===== config.mk =====
export PLATFORM = sky130hd
export DESIGN_NAME = per2axi_res_channel_buf
export DESIGN_NICKNAME = d
export VERILOG_FILES = /design/src/rtl/per2axi_res_channel_buf.sv
export SDC_FILE = /design/constraint.sdc
export NUM_CORES = 1
export LEC_CHECK = 0
export ABC_CLOCK_PERIOD_IN_PS = 8200
export BUFFER_PORTS_ARGS = -buffer_cell sky130_fd_sc_hd__buf_2
export CAP_MARGIN = 20
export CORE_MARGIN = 2
export CORE_UTILIZATION = 42
export DETAILED_ROUTE_END_ITERATION = 10
export HOLD_SLACK_MARGIN = 0.15
export SLEW_MARGIN = 40
export SYNTH_ARGS = -nofsm -noshare
export SYNTH_HDL_FRONTEND = slang
export SYNTH_SLANG_ARGS = --single-unit
export TNS_END_PERCENT = 10

===== constraint.sdc =====
create_clock -name clk_i -period 8.2 [get_ports clk_i]
set_clock_uncertainty 0.2 [all_clocks]
set_input_delay 2.05 -clock clk_i [delete_from_list [all_inputs] [get_ports clk_i]]
set_output_delay 2.05 -clock clk_i [all_outputs]
set_load 0.05 [all_outputs]

===== src/rtl/per2axi_res_channel_buf.sv =====
// per2axi_res_channel_buf
// Buffered AXI R/B -> peripheral response channel. R and B are arbitrated
// round-robin into a small FIFO. R data is narrowed to the 32-bit lane
// recorded for its ID at request time. The redundant B of an atomic
// transaction is swallowed by a per-ID tracker.
module per2axi_res_channel_buf #(
    parameter int PER_ID_WIDTH   = 5,
    parameter int AXI_ADDR_WIDTH = 32,
    parameter int AXI_DATA_WIDTH = 64,
    parameter int AXI_ID_WIDTH   = 3,
    parameter int AXI_USER_WIDTH = 6,
    parameter int FIFO_DEPTH     = 4
) (
    input  logic                      clk_i,
    input  logic                      rst_i,
    output logic                      per_slave_r_valid_o,
    input  logic                      per_slave_r_ready_i,
    output logic                      per_slave_r_opc_o,
    output logic [PER_ID_WIDTH-1:0]   per_slave_r_id_o,
    output logic [31:0]               per_slave_r_rdata_o,
    input  logic                      axi_master_r_valid_i,
    input  logic [AXI_DATA_WIDTH-1:0] axi_master_r_data_i,
    input  logic [1:0]                axi_master_r_resp_i,
    input  logic                      axi_master_r_last_i,
    input  logic [AXI_ID_WIDTH-1:0]   axi_master_r_id_i,
    input  logic [AXI_USER_WIDTH-1:0] axi_master_r_user_i,
    output logic                      axi_master_r_ready_o,
    input  logic                      axi_master_b_valid_i,
    input  logic [1:0]                axi_master_b_resp_i,
    input  logic [AXI_ID_WIDTH-1:0]   axi_master_b_id_i,
    input  logic [AXI_USER_WIDTH-1:0] axi_master_b_user_i,
    output logic                      axi_master_b_ready_o,
    input  logic                      atop_req_i,
    input  logic [AXI_ID_WIDTH-1:0]   atop_id_i,
    input  logic                      trans_req_i,
    input  logic [AXI_ID_WIDTH-1:0]   trans_id_i,
    input  logic [AXI_ADDR_WIDTH-1:0] trans_add_i
);

    localparam int NLANES = AXI_DATA_WIDTH / 32;
    localparam int LANE_W = $clog2(NLANES);
    localparam int LW     = (LANE_W == 0) ? 1 : LANE_W;
    localparam int PTR_W  = $clog2(FIFO_DEPTH);
    localparam int CNT_W  = PTR_W + 1;

    typedef enum logic [1:0] {
        AT_NONE    = 2'd0,
        AT_REQUEST = 2'd1,
        AT_WAIT_R  = 2'd2,
        AT_WAIT_B  = 2'd3
    } atop_state_t;

    typedef struct packed {
        logic                    opc;
        logic [PER_ID_WIDTH-1:0] id;
        logic [31:0]             data;
    } rsp_t;

    function automatic logic [PER_ID_WIDTH-1:0] id_onehot(input logic [AXI_ID_WIDTH-1:0] id);
        id_onehot = '0;
        for (int k = 0; k < PER_ID_WIDTH; k++) begin
            if (int'(id) == k) id_onehot[k] = 1'b1;
        end
    endfunction

    function automatic logic id_ok(input logic [AXI_ID_WIDTH-1:0] id);
        id_ok = (int'(id) < PER_ID_WIDTH);
    endfunction

    // Write status encoding: OKAY->1, EXOKAY->0, SLVERR->2, DECERR->3.
    function automatic logic [31:0] b_status(input logic [1:0] resp);
        b_status = {30'b0, resp[1], ~(resp[1] ^ resp[0])};
    endfunction

    logic [LW-1:0]     lane_tbl_q [PER_ID_WIDTH];
    atop_state_t       atop_state_q [PER_ID_WIDTH];
    atop_state_t       atop_state_d [PER_ID_WIDTH];
    logic              prio_r_q;
    rsp_t              mem_q [FIFO_DEPTH];
    logic [PTR_W-1:0]  wr_ptr_q, rd_ptr_q;
    logic [CNT_W-1:0]  cnt_q;

    logic              empty, full, push, pop, space;
    logic              b_supp, b_drop, grant_r, grant_b;
    logic              r_cand, b_cand, atop_tgt_busy;
    logic [LW-1:0]     lane_new, lane_r;
    logic [31:0]       r_lane_data;
    rsp_t              push_data, head;

    assign empty    = (cnt_q == '0);
    assign full     = (cnt_q == CNT_W'(FIFO_DEPTH));
    assign pop      = !empty && per_slave_r_ready_i;
    assign push     = grant_r || grant_b;
    assign lane_new = (LANE_W == 0) ? '0 : LW'(trans_add_i >> 2);
    assign head     = mem_q[rd_ptr_q];

    // Look up the lane for the R beat and its ATOP state for the B response.
    always_comb begin
        lane_r        = '0;
        b_supp        = 1'b0;
        atop_tgt_busy = 1'b0;
        for (int k = 0; k < PER_ID_WIDTH; k++) begin
            if (int'(axi_master_r_id_i) == k) lane_r = lane_tbl_q[k];
            if (int'(axi_master_b_id_i) == k && atop_state_q[k] != AT_NONE) b_supp = 1'b1;
            if (int'(atop_id_i) == k && atop_state_q[k] != AT_NONE) atop_tgt_busy = 1'b1;
        end
    end

    // Select the 32-bit lane of the R data beat.
    always_comb begin
        r_lane_data = '0;
        for (int k = 0; k < NLANES; k++) begin
            if (int'(lane_r) == k) r_lane_data = axi_master_r_data_i[32*k +: 32];
        end
    end

    // Round-robin grant. A suppressed B bypasses arbitration entirely: it needs
    // no FIFO slot, so it is drained alongside any R grant and leaves priority alone.
    always_comb begin
        space   = !full || pop;
        r_cand  = axi_master_r_valid_i;
        b_cand  = axi_master_b_valid_i && !b_supp;
        grant_r = 1'b0;
        grant_b = 1'b0;
        if (!rst_i && space) begin
            if (r_cand && (prio_r_q || !b_cand)) grant_r = 1'b1;
            else if (b_cand)                     grant_b = 1'b1;
        end
        b_drop = !rst_i && axi_master_b_valid_i && b_supp;
    end

    assign axi_master_r_ready_o = grant_r;
    assign axi_master_b_ready_o = grant_b || b_drop;

    // Build the FIFO entry for whichever channel was granted.
    always_comb begin
        push_data.opc  = grant_r ? axi_master_r_resp_i[1] : axi_master_b_resp_i[1];
        push_data.id   = grant_r ? id_onehot(axi_master_r_id_i) : id_onehot(axi_master_b_id_i);
        push_data.data = grant_r ? r_lane_data : b_status(axi_master_b_resp_i);
    end

    // Per-ID ATOP tracker next state; the B of an ATOP never reaches the FIFO.
    always_comb begin
        for (int k = 0; k < PER_ID_WIDTH; k++) begin
            logic r_hs, b_hs;
            atop_state_d[k] = atop_state_q[k];
            r_hs = grant_r && (int'(axi_master_r_id_i) == k);
            b_hs = (grant_b || b_drop) && (int'(axi_master_b_id_i) == k);
            case (atop_state_q[k])
                AT_NONE: begin
                    if (atop_req_i && int'(atop_id_i) == k) atop_state_d[k] = AT_REQUEST;
                end
                AT_REQUEST: begin
                    if (r_hs && b_hs) atop_state_d[k] = AT_NONE;
                    else if (r_hs)    atop_state_d[k] = AT_WAIT_B;
                    else if (b_hs)    atop_state_d[k] = AT_WAIT_R;
                end
                AT_WAIT_R: if (r_hs) atop_state_d[k] = AT_NONE;
                AT_WAIT_B: if (b_hs) atop_state_d[k] = AT_NONE;
                default:   atop_state_d[k] = AT_NONE;
            endcase
        end
    end

    // Control state: ATOP trackers, lane table, priority and FIFO pointers.
    always_ff @(posedge clk_i or posedge rst_i) begin
        if (rst_i) begin
            for (int k = 0; k < PER_ID_WIDTH; k++) begin
                atop_state_q[k] <= AT_NONE;
                lane_tbl_q[k]   <= '0;
            end
            prio_r_q <= 1'b1;
            wr_ptr_q <= '0;
            rd_ptr_q <= '0;
            cnt_q    <= '0;
        end else begin
            for (int k = 0; k < PER_ID_WIDTH; k++) begin
                atop_state_q[k] <= atop_state_d[k];
                if (trans_req_i && int'(trans_id_i) == k) lane_tbl_q[k] <= lane_new;
            end
            if (grant_r)      prio_r_q <= 1'b0;
            else if (grant_b) prio_r_q <= 1'b1;
            if (push) wr_ptr_q <= wr_ptr_q + 1'b1;
            if (pop)  rd_ptr_q <= rd_ptr_q + 1'b1;
            if (push && !pop)      cnt_q <= cnt_q + 1'b1;
            else if (!push && pop) cnt_q <= cnt_q - 1'b1;
        end
    end

    // FIFO storage; contents are qualified by the count, so no reset needed.
    always_ff @(posedge clk_i) begin
        if (push) mem_q[wr_ptr_q] <= push_data;
    end

    // Head of FIFO drives the peripheral side; zero whenever nothing is queued.
    always_comb begin
        per_slave_r_valid_o = !empty;
        per_slave_r_opc_o   = 1'b0;
        per_slave_r_id_o    = '0;
        per_slave_r_rdata_o = '0;
        if (!empty) begin
            per_slave_r_opc_o   = head.opc;
            per_slave_r_id_o    = head.id;
            per_slave_r_rdata_o = head.data;
        end
    end

    logic unused_bits;
    assign unused_bits = ^{axi_master_r_last_i, axi_master_r_user_i, axi_master_b_user_i,
                           axi_master_r_resp_i[0], trans_add_i};

    a_atop_idle: assert property (@(posedge clk_i) disable iff (rst_i)
        atop_req_i |-> (id_ok(atop_id_i) && !atop_tgt_busy));
    a_r_id_legal: assert property (@(posedge clk_i) disable iff (rst_i)
        axi_master_r_valid_i |-> id_ok(axi_master_r_id_i));
    a_b_id_legal: assert property (@(posedge clk_i) disable iff (rst_i)
        axi_master_b_valid_i |-> id_ok(axi_master_b_id_i));

endmodule


==> Word level (Yosys, flattened, before mapping) <==
Memories as Yosys holds them, arrays and structs flattened.
Cells that the tools add are included.
{ "word_totals": {"ramBits": 152, "output_inout_bits": 41, "register_bits": 23, "wordCells": 217, "memories": 1} }
{ "memory_table": {"columns": ["memory", "words", "width", "rd", "rd_ports_with_merged_regs", "wr", "line", "rtl"], "rows": [
  ["mem_q", 4, 38, 1, 0, 1, "79", "rsp_t mem_q [FIFO_DEPTH];"]
]} }
{ "classes": {"eq_ne": 52, "reduce_logical": 71, "muxes": 73, "bitwise": 2, "add_sub_neg": 4} }
{ "op_table": {"columns": ["operator", "n"], "rows": [
  ["$mux 32", 3],
  ["$mux 2", 30],
  ["$pmux 2 s4", 5],
  ["$eq 3x3->1 const B", 13],
  ["$logic_and 1x1->1", 38],
  ["$mux 1", 31],
  ["$ne 2x2->1 const B", 15],
  ["$eq 2x2->1 const B", 10],
  ["$ne 4x4->1 const B", 5],
  ["$reduce_and 4->1", 5],
  ["$logic_not 3->1", 5],
  ["$reduce_bool 2->1", 7],
  ["$eq 3x2->1 const B", 4],
  ["$eq 2x1->1 const B", 5],
  ["$logic_not 2->1", 5],
  ["$mux 5", 2],
  ["$logic_not 1->1", 7],
  ["$mux 3", 2],
  ["$add 2x1->2 const B", 2],
  ["$logic_or 1x1->1", 4],
  ["$add 3x1->3 const B", 1],
  ["$sub 3x1->3 const B", 1],
  ["$not 1->1", 1],
  ["$xor 1x1->1", 1]
]} }

==> Logic depth before layout (Yosys ltp) <==
{ "depth": {"word_depth": 20, "depth_mapped": 11, "mapped_depth_nobuf": 10} }

==> Worst setup path after synthesis <==
OpenSTA, ideal clock, no wires.
{ "synth_path": {"path_type": "input -> output", "startpoint": "input port axi_master_b_id_i[2]", "endpoint": "output port axi_master_b_ready_o", "cell_stages": 3, "path_slack_ns": 2.013, "required_ns": 5.950, "arrival_time_ns": 3.937, "n_path_buf": 0, "cell_sequence": "nor3b_1 a222oi_1 a21boi_0"} }
{ "synth_between": {"elab_chain_len": 15, "word_cells_on_any_way": 25} }
{ "synth_rtl": {"columns": ["element", "line", "rtl"], "rows": [
  ["from (decl)", "30", "input logic [AXI_ID_WIDTH-1:0] axi_master_b_id_i,"],
  ["$logic_not 3->1", "104", "if (int'(axi_master_b_id_i) == k && atop_state_q[k] != AT_NONE) b_supp = 1'b1;"],
  ["$logic_and 1x1->1", "104", null],
  ["$mux 1 (4 in series)", "104", null],
  ["$mux 1 *", "104", null],
  ["$logic_not 1->1", "122", "b_cand = axi_master_b_valid_i && !b_supp;"],
  ["$logic_and 1x1->1", "122", null],
  ["$logic_not 1->1", "126", "if (r_cand && (prio_r_q || !b_cand)) grant_r = 1'b1;"],
  ["$logic_or 1x1->1", "126", null],
  ["$logic_and 1x1->1", "126", null],
  ["$mux 1", "126", null],
  ["$mux 1", "125", "if (!rst_i && space) begin"],
  ["$logic_or 1x1->1 *", "133", "assign axi_master_b_ready_o = grant_b || b_drop;"],
  ["to (decl)", "32", "output logic axi_master_b_ready_o,"]
]} }
Every way passes the cells marked *; elsewhere a longest branch is shown, timed or not.

==> Final worst setup path <==
{ "layout_path": {"startpoint": "input port per_slave_r_ready_i", "endpoint": "output port axi_master_b_ready_o"} }
{ "layout_between": {"elab_chain_len": 5} }
{ "layout_rtl": {"columns": ["element", "line", "rtl"], "rows": [
  ["from (decl)", "17", "input logic per_slave_r_ready_i,"],
  ["$logic_and 1x1->1", "92", "assign pop = !empty && per_slave_r_ready_i;"],
  ["$logic_or 1x1->1", "120", "space = !full || pop;"],
  ["$logic_and 1x1->1", "125", null],
  ["$mux 1", "125", null],
  ["$logic_or 1x1->1", "133", null]
]} }
Every way passes these cells.

==> results.ini <==
[critical_path]
required_ns = 5.95
critPathCaptureType = output port
reg2reg_slack_ns = 4.79
crit_fanout = 6
arrival_ns = 3.94
path_class = input pin to output port
r2r-end = cnt_q[2]$_DFFE_PP0P_
cp-start-kind = input pin
r2r_start = atop_state_q[1]$_DFFE_PP0P_
rr_worst_depth = 11

[final_layout]
post-route-util_pct = 51.6
diodes = 0
mostFrequentLayoutCells = edfxtp_1 (152), buf_2 (127), mux4_2 (39), and2_1 (38), nor2_1 (35)
final_cells = 850
nets = 748
drive_gt1_share_pct = 37.2
area_growth_pct = 19.6
layout_commonest_cell = edfxtp_1

[sta]
setup_viol = 0
hold_viol = 0
slew_violations = 0
relSlewSlack_pct = 47.4
clock.fmax_mhz = 162
setup_tns_ns = 0
post-route-period-util_pct = 75.5
grt_setup_unrepaired = no
min_period_ns = 6.19
tightest_slew_ns = 0.789

[flow_run]
maxCapViolCount = 0

[synth]
ys_ff_latch = 175
synth_cell_types = 48
syn-num-nets = 621
synth_top_area_cell = edfxtp_1
yosys-top-cells-area = edfxtp_1 (58%), mux4_2 (11%), dfrtp_1 (7.0%)
synth_area_per_cell_um2 = 16.2
synthCells = 483
ys_seq_area_share_pct = 65.7
netlist_area_mm2 = 0.00783
synth_ff_type = edfxtp_1
synth_warnings = 0
synth_top_area_share_pct = 58.3
async_reset_ff_share_pct = 13.1
synth_edf_count = 152

[drt]
drc = 0
wire_per_inst_um = 18.8
num_vias = 4609
drt-vias-per-instance = 5.42
ant_nets = 0
routed_wl_um = 15900
drt_first_pass_iters = 6
drtIter0Drc = 263

[min_path]
worstHoldPathCells = 1
hold_end = cnt_q[2]$_DFFE_PP0P_
min_path_type = register to register
min_from = cnt_q[2]$_DFFE_PP0P_

[clock_tree]
cts_buffer_depth = 2
htree_levels = 4
clkTransAtPathRegs_ns = 0.06
ctsHoldBuffers = 0
post_cts_resized = 0
clk_latency_ns = 0.42
cts_buffers = 17
post_cts_buffers = 0
cts_tree = done
cts_root_buf = clkbuf_16
cts_num_sinks = 175

[die]
die-area_mm2 = 0.0197
io_pins = 173
fp.dieW_um = 141
dieHeight_um = 141
core-area_mm2 = 0.0181
rows = 49
initial_utilization_pct = 43.1

[place]
io_buffer_count = 127
dp_cells = 820
gp_congestion = 0.819
dp_hpwl_um = 9780

[global_routing]
antenna_found_initial = 0
globalRouteTotalUtil_pct = 17.0
grt_pass1_vias = 4917
grt_max_degree = 43
grt_pass1_wl_um = 25500
grt.overflow.total = 0

[pwr]
total_leakage_power_nw = 3.64
powerDensity_mw_per_mm2 = 383
ir_worst_vdd_mv = 0.205
finalPower_mw = 3.59

[outcome]
outcome = complete, no violations

final cells by class:
class | instances | area (um2)
sequential | 175 | 5150
clock buffer | 18 | 429
tap | 229 | 287
fill | 1559 | 8790
timing repair buffer | 132 | 673
clock inverter | 12 | 215
inverter | 10 | 37.5
multi-input combinational | 274 | 2570
per-stage QoR:
stage	setup WS [ns]	instance area (um2)	hold slack (ns)
global route	1.94	9360	0.315
CTS	2.03	9360	0.295
detailed placement	2.04	8710	0.277
global placement	2.03	8700	0.269
finish	2.01	9360	0.295
floorplan	2.01	7830	0.248
state kept, by name (all words and copies together), names as in the netlist:
| name | flops |
|---|---|
| lane_tbl_q | 5 |
| prio_r_q | 1 |
| wr_ptr_q | 2 |
| rd_ptr_q | 2 |
| mem_q | 152 |
| cnt_q | 3 |
| atop_state_q | 10 |
cell families (layout without fill, tap and decap cells):
family	after synthesis	in the layout	synth area share [%]
and+or+nand+nor	144	144	10.4
DFF	175	175	65.7
buffers and inverters	34	172	1.77
adders and majority gates	6	6	1.05
xor gates and xnor gates	7	7	0.783
AOI/OAI and AO/OA	40	40	4.09
muxes	77	77	16.2
layer usage:
layer	vias to the layer above	routed length, um	share of wire [%]	GRT usage [%]
li1	2116	-	-	-
met5	-	0	0	0
met1	2318	6910	43	21.6
met4	0	216	1.4	5.53
met3	17	801	5.0	3.73
met2	158	8020	50	29.1
where the power goes:
part | switching [mW] | internal, mW | total, mW
sequential | 0.142 | 1.16 | 1.30
combinational | 0.908 | 0.492 | 1.40
clock | 0.316 | 0.567 | 0.883
total | 1.37 | 2.22 | 3.59
synth_stat cells, types with 6 or more instances:
cell	n
nor2b_1	6
mux2_2	6
nand2_1	20
a21oi_1	7
mux2i_1	32
edfxtp_1	152
dfrtp_1	22
inv_1	10
mux4_2	39
buf_2	9
and2_1	42
clkbuf_1	13
nor2_1	35
worst max-delay path by stage:
stage / startpoint / end / slack (ns) / depth (start not counted)
CTS: per_slave_r_ready_i / axi_master_b_ready_o / 2.03 / 5
finish: per_slave_r_ready_i / axi_master_b_ready_o / 2.01 / 5
floorplan: axi_master_b_id_i[2] / axi_master_b_ready_o / 2.01 / 3
detailed placement: per_slave_r_ready_i / axi_master_b_ready_o / 2.04 / 5
global placement: per_slave_r_ready_i / axi_master_b_ready_o / 2.03 / 5
global route: per_slave_r_ready_i / axi_master_b_ready_o / 1.94 / 5
critical path, stage by stage:
cell	delay, ns
buf_2	0.12
or4b_1	0.61
a222oi_1	0.70
a21boi_0	0.21
buf_2	0.26
Power figures use the tool's default switching activity.
